==> src/rtl/bnw_lane_pkg.sv <==
// Shared lane constants for every falling-block lane of the rhythm game.
// Each lane instance takes its defaults from here so all lanes agree on
// spawn height, retire height, fall speed and the hit window.
package bnw_lane_pkg;

    localparam int LANE_DEPTH    = 4;
    localparam int LANE_H_W      = 10;
    localparam int LANE_BEAT_W   = 7;
    localparam int LANE_SPAWN_H  = 120;
    localparam int LANE_BOTTOM_H = 720;
    localparam int LANE_SPEED    = 1;
    localparam int LANE_HIT_LO   = 600;
    localparam int LANE_HIT_HI   = 719;

    // True when a height lies inside the inclusive hit window.
    function automatic logic in_hit_window(input int h, input int lo, input int hi);
        return (h >= lo) && (h <= hi);
    endfunction

endpackage

==> src/rtl/lane_slot.sv <==
// One block slot of a lane: holds an occupied flag and a height.
// Priority of the per-slot commands: clear > kill > spawn > step.
// A killed slot is freed without signalling a retire, so a block hit in
// the same cycle it would have fallen off the bottom is not a miss.
module lane_slot
    import bnw_lane_pkg::*;
#(
    parameter int H_W      = LANE_H_W,
    parameter int SPAWN_H  = LANE_SPAWN_H,
    parameter int BOTTOM_H = LANE_BOTTOM_H,
    parameter int SPEED    = LANE_SPEED
) (
    input  logic           clk,
    input  logic           rst_n,
    input  logic           clear,
    input  logic           spawn,
    input  logic           step,
    input  logic           kill,
    output logic           vld,
    output logic [H_W-1:0] h,
    output logic           retire
);

    logic           vld_q, vld_d;
    logic [H_W-1:0] h_q, h_d;
    logic [H_W:0]   h_sum;

    // Next-state for the slot; the step sum carries one extra bit so an
    // overshoot past the bottom cannot wrap back into the playfield.
    always_comb begin
        h_sum  = {1'b0, h_q} + (H_W+1)'(SPEED);
        vld_d  = vld_q;
        h_d    = h_q;
        retire = 1'b0;
        if (clear) begin
            vld_d = 1'b0;
            h_d   = H_W'(BOTTOM_H);
        end else if (kill && vld_q) begin
            vld_d = 1'b0;
            h_d   = H_W'(BOTTOM_H);
        end else if (spawn && !vld_q) begin
            vld_d = 1'b1;
            h_d   = H_W'(SPAWN_H);
        end else if (step && vld_q) begin
            if (h_sum >= (H_W+1)'(BOTTOM_H)) begin
                vld_d  = 1'b0;
                h_d    = H_W'(BOTTOM_H);
                retire = 1'b1;
            end else begin
                h_d = h_sum[H_W-1:0];
            end
        end
    end

    // Slot state flops; empty slots park at the bottom height.
    always_ff @(posedge clk or negedge rst_n) begin
        if (!rst_n) begin
            vld_q <= 1'b0;
            h_q   <= H_W'(BOTTOM_H);
        end else begin
            vld_q <= vld_d;
            h_q   <= h_d;
        end
    end

    assign vld = vld_q;
    assign h   = h_q;

endmodule

==> src/rtl/lane_block_gen.sv <==
// Falling-block lane generator. Spawns blocks on mapped song beats,
// moves them down on each tick, retires them at the bottom (miss) and
// resolves player strikes against the lowest-on-screen block.
module lane_block_gen
    import bnw_lane_pkg::*;
#(
    parameter int DEPTH    = LANE_DEPTH,
    parameter int H_W      = LANE_H_W,
    parameter int BEAT_W   = LANE_BEAT_W,
    parameter int SPAWN_H  = LANE_SPAWN_H,
    parameter int BOTTOM_H = LANE_BOTTOM_H,
    parameter int SPEED    = LANE_SPEED,
    parameter int HIT_LO   = LANE_HIT_LO,
    parameter int HIT_HI   = LANE_HIT_HI
) (
    input  logic                   clk,
    input  logic                   rst_n,
    input  logic                   restart,
    input  logic                   pause,
    input  logic                   tick,
    input  logic [BEAT_W-1:0]      beat_cnt,
    input  logic [2**BEAT_W-1:0]   spawn_map,
    input  logic                   hit,
    output logic [DEPTH*H_W-1:0]   block_h,
    output logic [DEPTH-1:0]       block_vld,
    output logic                   hit_ok,
    output logic                   hit_bad,
    output logic                   miss,
    output logic                   overflow
);

    logic [BEAT_W-1:0] prev_beat_q, prev_beat_d;
    logic              hit_ok_q, hit_ok_d;
    logic              hit_bad_q, hit_bad_d;
    logic              miss_q, miss_d;
    logic              overflow_q, overflow_d;

    logic [DEPTH-1:0]  slot_vld;
    logic [DEPTH-1:0]  slot_retire;
    logic [H_W-1:0]    slot_h [DEPTH];
    logic [DEPTH-1:0]  spawn_vec;
    logic [DEPTH-1:0]  kill_vec;
    logic [DEPTH-1:0]  tgt_vec;
    logic [H_W-1:0]    best_h;
    logic              tgt_found;
    logic              spawn_taken;
    logic              tgt_in_win;

    logic beat_add;
    logic spawn_req;
    logic step;

    // A beat is "added" only on an upward move of the counter, so a wrap
    // to zero or a held value never re-triggers a spawn.
    assign beat_add  = beat_cnt > prev_beat_q;
    assign spawn_req = beat_add & spawn_map[beat_cnt] & ~pause;
    assign step      = tick & ~pause;

    // Spawn arbitration: lowest slot that is empty at the start of the cycle.
    always_comb begin
        spawn_vec   = '0;
        spawn_taken = 1'b0;
        for (int i = 0; i < DEPTH; i++) begin
            if (!slot_vld[i] && !spawn_taken) begin
                spawn_vec[i] = spawn_req;
                spawn_taken  = 1'b1;
            end
        end
    end

    // Hit target: occupied slot with the largest pre-motion height,
    // lowest index winning ties (strict compare keeps the first found).
    always_comb begin
        tgt_vec   = '0;
        best_h    = '0;
        tgt_found = 1'b0;
        for (int i = 0; i < DEPTH; i++) begin
            if (slot_vld[i] && (!tgt_found || slot_h[i] > best_h)) begin
                tgt_vec    = '0;
                tgt_vec[i] = 1'b1;
                best_h     = slot_h[i];
                tgt_found  = 1'b1;
            end
        end
        tgt_in_win = tgt_found && in_hit_window(int'(best_h), HIT_LO, HIT_HI);
        kill_vec   = (hit && tgt_in_win) ? tgt_vec : '0;
    end

    // Event pulses and beat history; restart suppresses every pulse.
    always_comb begin
        prev_beat_d = restart ? '0 : beat_cnt;
        hit_ok_d    = ~restart & hit & tgt_in_win;
        hit_bad_d   = ~restart & hit & ~tgt_in_win;
        miss_d      = ~restart & (|slot_retire);
        overflow_d  = ~restart & spawn_req & (&slot_vld);
    end

    // Registered event outputs and previous-beat capture.
    always_ff @(posedge clk or negedge rst_n) begin
        if (!rst_n) begin
            prev_beat_q <= '0;
            hit_ok_q    <= 1'b0;
            hit_bad_q   <= 1'b0;
            miss_q      <= 1'b0;
            overflow_q  <= 1'b0;
        end else begin
            prev_beat_q <= prev_beat_d;
            hit_ok_q    <= hit_ok_d;
            hit_bad_q   <= hit_bad_d;
            miss_q      <= miss_d;
            overflow_q  <= overflow_d;
        end
    end

    generate
        for (genvar gi = 0; gi < DEPTH; gi++) begin : g_slot
            lane_slot #(
                .H_W      (H_W),
                .SPAWN_H  (SPAWN_H),
                .BOTTOM_H (BOTTOM_H),
                .SPEED    (SPEED)
            ) u_slot (
                .clk    (clk),
                .rst_n  (rst_n),
                .clear  (restart),
                .spawn  (spawn_vec[gi]),
                .step   (step),
                .kill   (kill_vec[gi]),
                .vld    (slot_vld[gi]),
                .h      (slot_h[gi]),
                .retire (slot_retire[gi])
            );
            assign block_h[gi*H_W +: H_W] = slot_h[gi];
        end
    endgenerate

    assign block_vld = slot_vld;
    assign hit_ok    = hit_ok_q;
    assign hit_bad   = hit_bad_q;
    assign miss      = miss_q;
    assign overflow  = overflow_q;

endmodule

==> config.mk <==
export PLATFORM = sky130hd
export DESIGN_NAME = lane_block_gen
export DESIGN_NICKNAME = d
export VERILOG_FILES = /design/src/rtl/bnw_lane_pkg.sv /design/src/rtl/lane_slot.sv /design/src/rtl/lane_block_gen.sv
export SDC_FILE = /design/constraint.sdc
export NUM_CORES = 1
export LEC_CHECK = 0
export ABC_AREA = 1
export BUFFER_PORTS_ARGS = -buffer_cell sky130_fd_sc_hd__buf_2
export CELL_PAD_IN_SITES_DETAIL_PLACEMENT = 0
export CELL_PAD_IN_SITES_GLOBAL_PLACEMENT = 1
export CORE_MARGIN = 4
export CORE_UTILIZATION = 40
export DETAILED_ROUTE_END_ITERATION = 8
export PLACE_DENSITY = 0.95
export SLEW_MARGIN = 20
export SYNTH_ARGS = -nofsm -noshare
export SYNTH_HDL_FRONTEND = slang
export SYNTH_SLANG_ARGS = --single-unit
==> constraint.sdc <==
create_clock -name clk -period 15.55 [get_ports clk]
set_clock_uncertainty 0.15 [all_clocks]
set_input_delay 0 -clock clk [delete_from_list [all_inputs] [get_ports clk]]
set_output_delay 0 -clock clk [all_outputs]
set_load 0.02 [all_outputs]
==> flow_summary.toml <==
[run_status]
outcome = "complete, no violations"

[global_routing]
grt_pass1_wl_mm = 33.82
grt.total_usage = 0.2251
grt_max_degree = 67
gr-total-overflow = 0
antenna_found_initial = 0
first_global_vias = 6819

[synthesis]
syn_area_mm2 = 0.006441
avgSynthCellArea_um2 = 6.493
yosysSeqAreaShare = 0.2168
ys_types = 48
async_flop_share = 1.000
synth_area_leaders = "dfrtp_1 (15%), nand2_1 (14%), ha_1 (8.0%)"
ys_ff_latch = 55
yosys_most_used_dff = "dfrtp_1"
syn_inst = 992
synth_edf_count = 0
yosysWarnings = 0
synth_nets = 1174
yosysTopAreaCell = "dfrtp_1"
synth.top_cell.area_share = 0.1515

[cells_and_area]
final_core_util = 0.4817
final_cell_mix = "nand2_1 (232), buf_2 (188), nor2_1 (130)"
layout_commonest_cell = "nand2_1"
antenna_cells = 0
nets = 1334
n_fill_cell = 1631
drive_gt1_frac = 0.2376
syn_to_final_growth_pct = 18.36

[worst_setup_path]
cpLargestDelayFamily = "simple AND/OR/NAND/NOR gates"
cp_data_required_time_ps = 15590
cp_max_fo = 22
critPathLaunchType = "flop"
crit_path_frequent_cell = "nand2_1"
worst_path_max_delay_cell = "dfrtp_1"
crit_buf_inv = 5
slowest_delay_ps = 860
cp_data_arrival_time_ps = 6560
end_kind = "flop"
setup.worst_path.class = "reg -> reg"

[timing]
worst_slew_pin_slew_ps = 792.2
fin_setup_tns_ps = 0
slew_headroom = 0.4719
max_freq_ghz = 0.1535
min_period_over_period = 0.4190
hold_viol = 0
setup_viol_count_final = 0
slew_violations = 0
rsz0062_at_grt = "false"
fin_crit_ps = 6516

[floorplanning]
rows = 46
die_h_um = 134.9
fp.coreArea_mm2 = 0.01583
dieArea_mm2 = 0.01820
io_pins = 189
die_x_um = 134.9
start_util = 0.4070

[clocking]
numCtsBuffers = 5
root_buffer = "clkbuf_16"
ctsHtreeMaxLevel = 2
holdBufCountCts = 10
cts-resized-gates = 0
clk_latency_ps = 300
post_cts_buffers = 0
clkSinkCount = 55
clkSlewWorstSetupHoldPaths_ps = 70
clk_path_buf_depth = 2
cts_tree = "done"

[power_and_ir_drop]
p_total_w = 0.0005471
internal-power_w = 0.0003220
clockPowerShare = 0.247
p_sw_w = 0.0002251
power_frac_seq = 0.343
power_density_mw_per_mm2 = 71.77
power_frac_comb = 0.410
p_leak_nw = 3.915
peakVddDrop_uv = 51.67
p_sw_frac = 0.4115

[drt]
drc = 0
num_vias = 7318
routed_wl_mm = 21.16
dr.pass1.iters = 5
drt_iter0_markers = 528
vias_per_cell = 5.346
final_antenna_net_count = 0
avgRoutedWirePerCell_um = 15.46

[job]
timing.max_cap.violations = 0

[place]
port-buffer-count = 188
finalWeightedCongestion = 0.9086
hpwl_mm = 16.21

[hold_path]
min_path_type = "in -> reg"
synth_stat cells, drive strengths merged, types with 3 or more instances:
library cell / instances
nand4: 32
buf: 35
nor4: 4
o211ai: 5
clkbuf: 13
inv: 107
nand2: 242
and2: 3
o21ai: 121
a21oi: 19
dfrtp: 39
xor2: 24
o22ai: 32
ha: 41
o2111ai: 10
dfstp: 16
nor3: 17
nand3: 84
clkinv: 4
nor2: 132
cell families (layout without fill, tap and decap cells):
kind of cell             Yosys count  in the layout  synth area share
AND/OR/NAND/NOR                  516            516            0.3724
AO/OA/AOI/OAI                    196            196            0.1810
buffers and inverters            159            320            0.1162
flip-flops                        55             55            0.2168
adder cells (fa/ha/maj)           41             41           0.07964
XOR/XNOR                          25             25           0.03399
worst reg2reg max path: cells and delay by family, from the launching register on:
kind | cells | cell delay [ps]
AND/OR/NAND/NOR | 32 | 3530
adder cells (fa/ha/maj) | 3 | 960
flip-flops | 1 | 860
AO/OA/AOI/OAI | 3 | 450
buffers and inverters | 5 | 450
metal layers:
metal | vias up | part of all wire | GRT usage
met5 | - | 0 | 0
met2 | 255 | 0.47 | 0.3874
met1 | 3392 | 0.44 | 0.2971
met4 | 0 | 0.013 | 0.04412
met3 | 26 | 0.074 | 0.04098
li1 | 3645 | - | -
cell type report:
| class | instances | area, um2 | share of cell area |
|---|---|---|---|
| clock buffers | 5 | 125.1 | 0.01641 |
| clock inverters | 3 | 47.55 | 0.006237 |
| inverters | 111 | 424.2 | 0.05564 |
| multi-input cells | 778 | 4297 | 0.5636 |
| flip-flops and latches | 55 | 1396 | 0.1832 |
| well taps | 216 | 270.3 | 0.03545 |
| repair buffers | 201 | 1064 | 0.1395 |
path summary, 6_finish.rpt:
check / start / to / slack, ps / cells past startpoint
setup / recovery: g_slot[0].u_slot.vld / miss / 9030 / 43
hold / removal: pause / overflow / 60 / 5
setup reg to reg: g_slot[0].u_slot.vld / miss / 9030 / 43
hold reg to reg: g_slot[0].u_slot.h[4] / g_slot[0].u_slot.h[4] / 400 / 2
max in group asynchronous: rst_n / g_slot[2].u_slot.h[1] / 14520 / 3
min in group asynchronous: rst_n / g_slot[3].u_slot.h[5] / 230 / 3
registers in the layout, indices dropped and copies added, names as in the netlist:
register	flops
hit_bad	1
prev_beat_q	7
g_slot.u_slot.vld	4
g_slot.u_slot.h	40
miss	1
hit_ok	1
overflow	1
power groups by stage:
stage	sequential (W)	clock, W	combinational [W]
finish	0.000187	0.000135	0.000225
global route	0.000190	0.000143	0.000256
CTS	0.000187	0.000137	0.000225
detailed placement	0.000189	0	0.000222
global placement	0.000189	0	0.000219
floorplan	0.000192	0	0.000148
metrics by stage:
step                cells  worst slack [ps]  cell area, um2  hold WS (ps)
CTS                  1369              9092            7624         61.72
global placement     1351              9322            7351         38.59
detailed placement   1351              9153            7351         43.47
global route         1369              8374            7624         99.47
finish               1369              9034            7624         60.46
floorplan             992             10010            6441        -445.6
No activity file was read; power rests on OpenSTA's default activity.
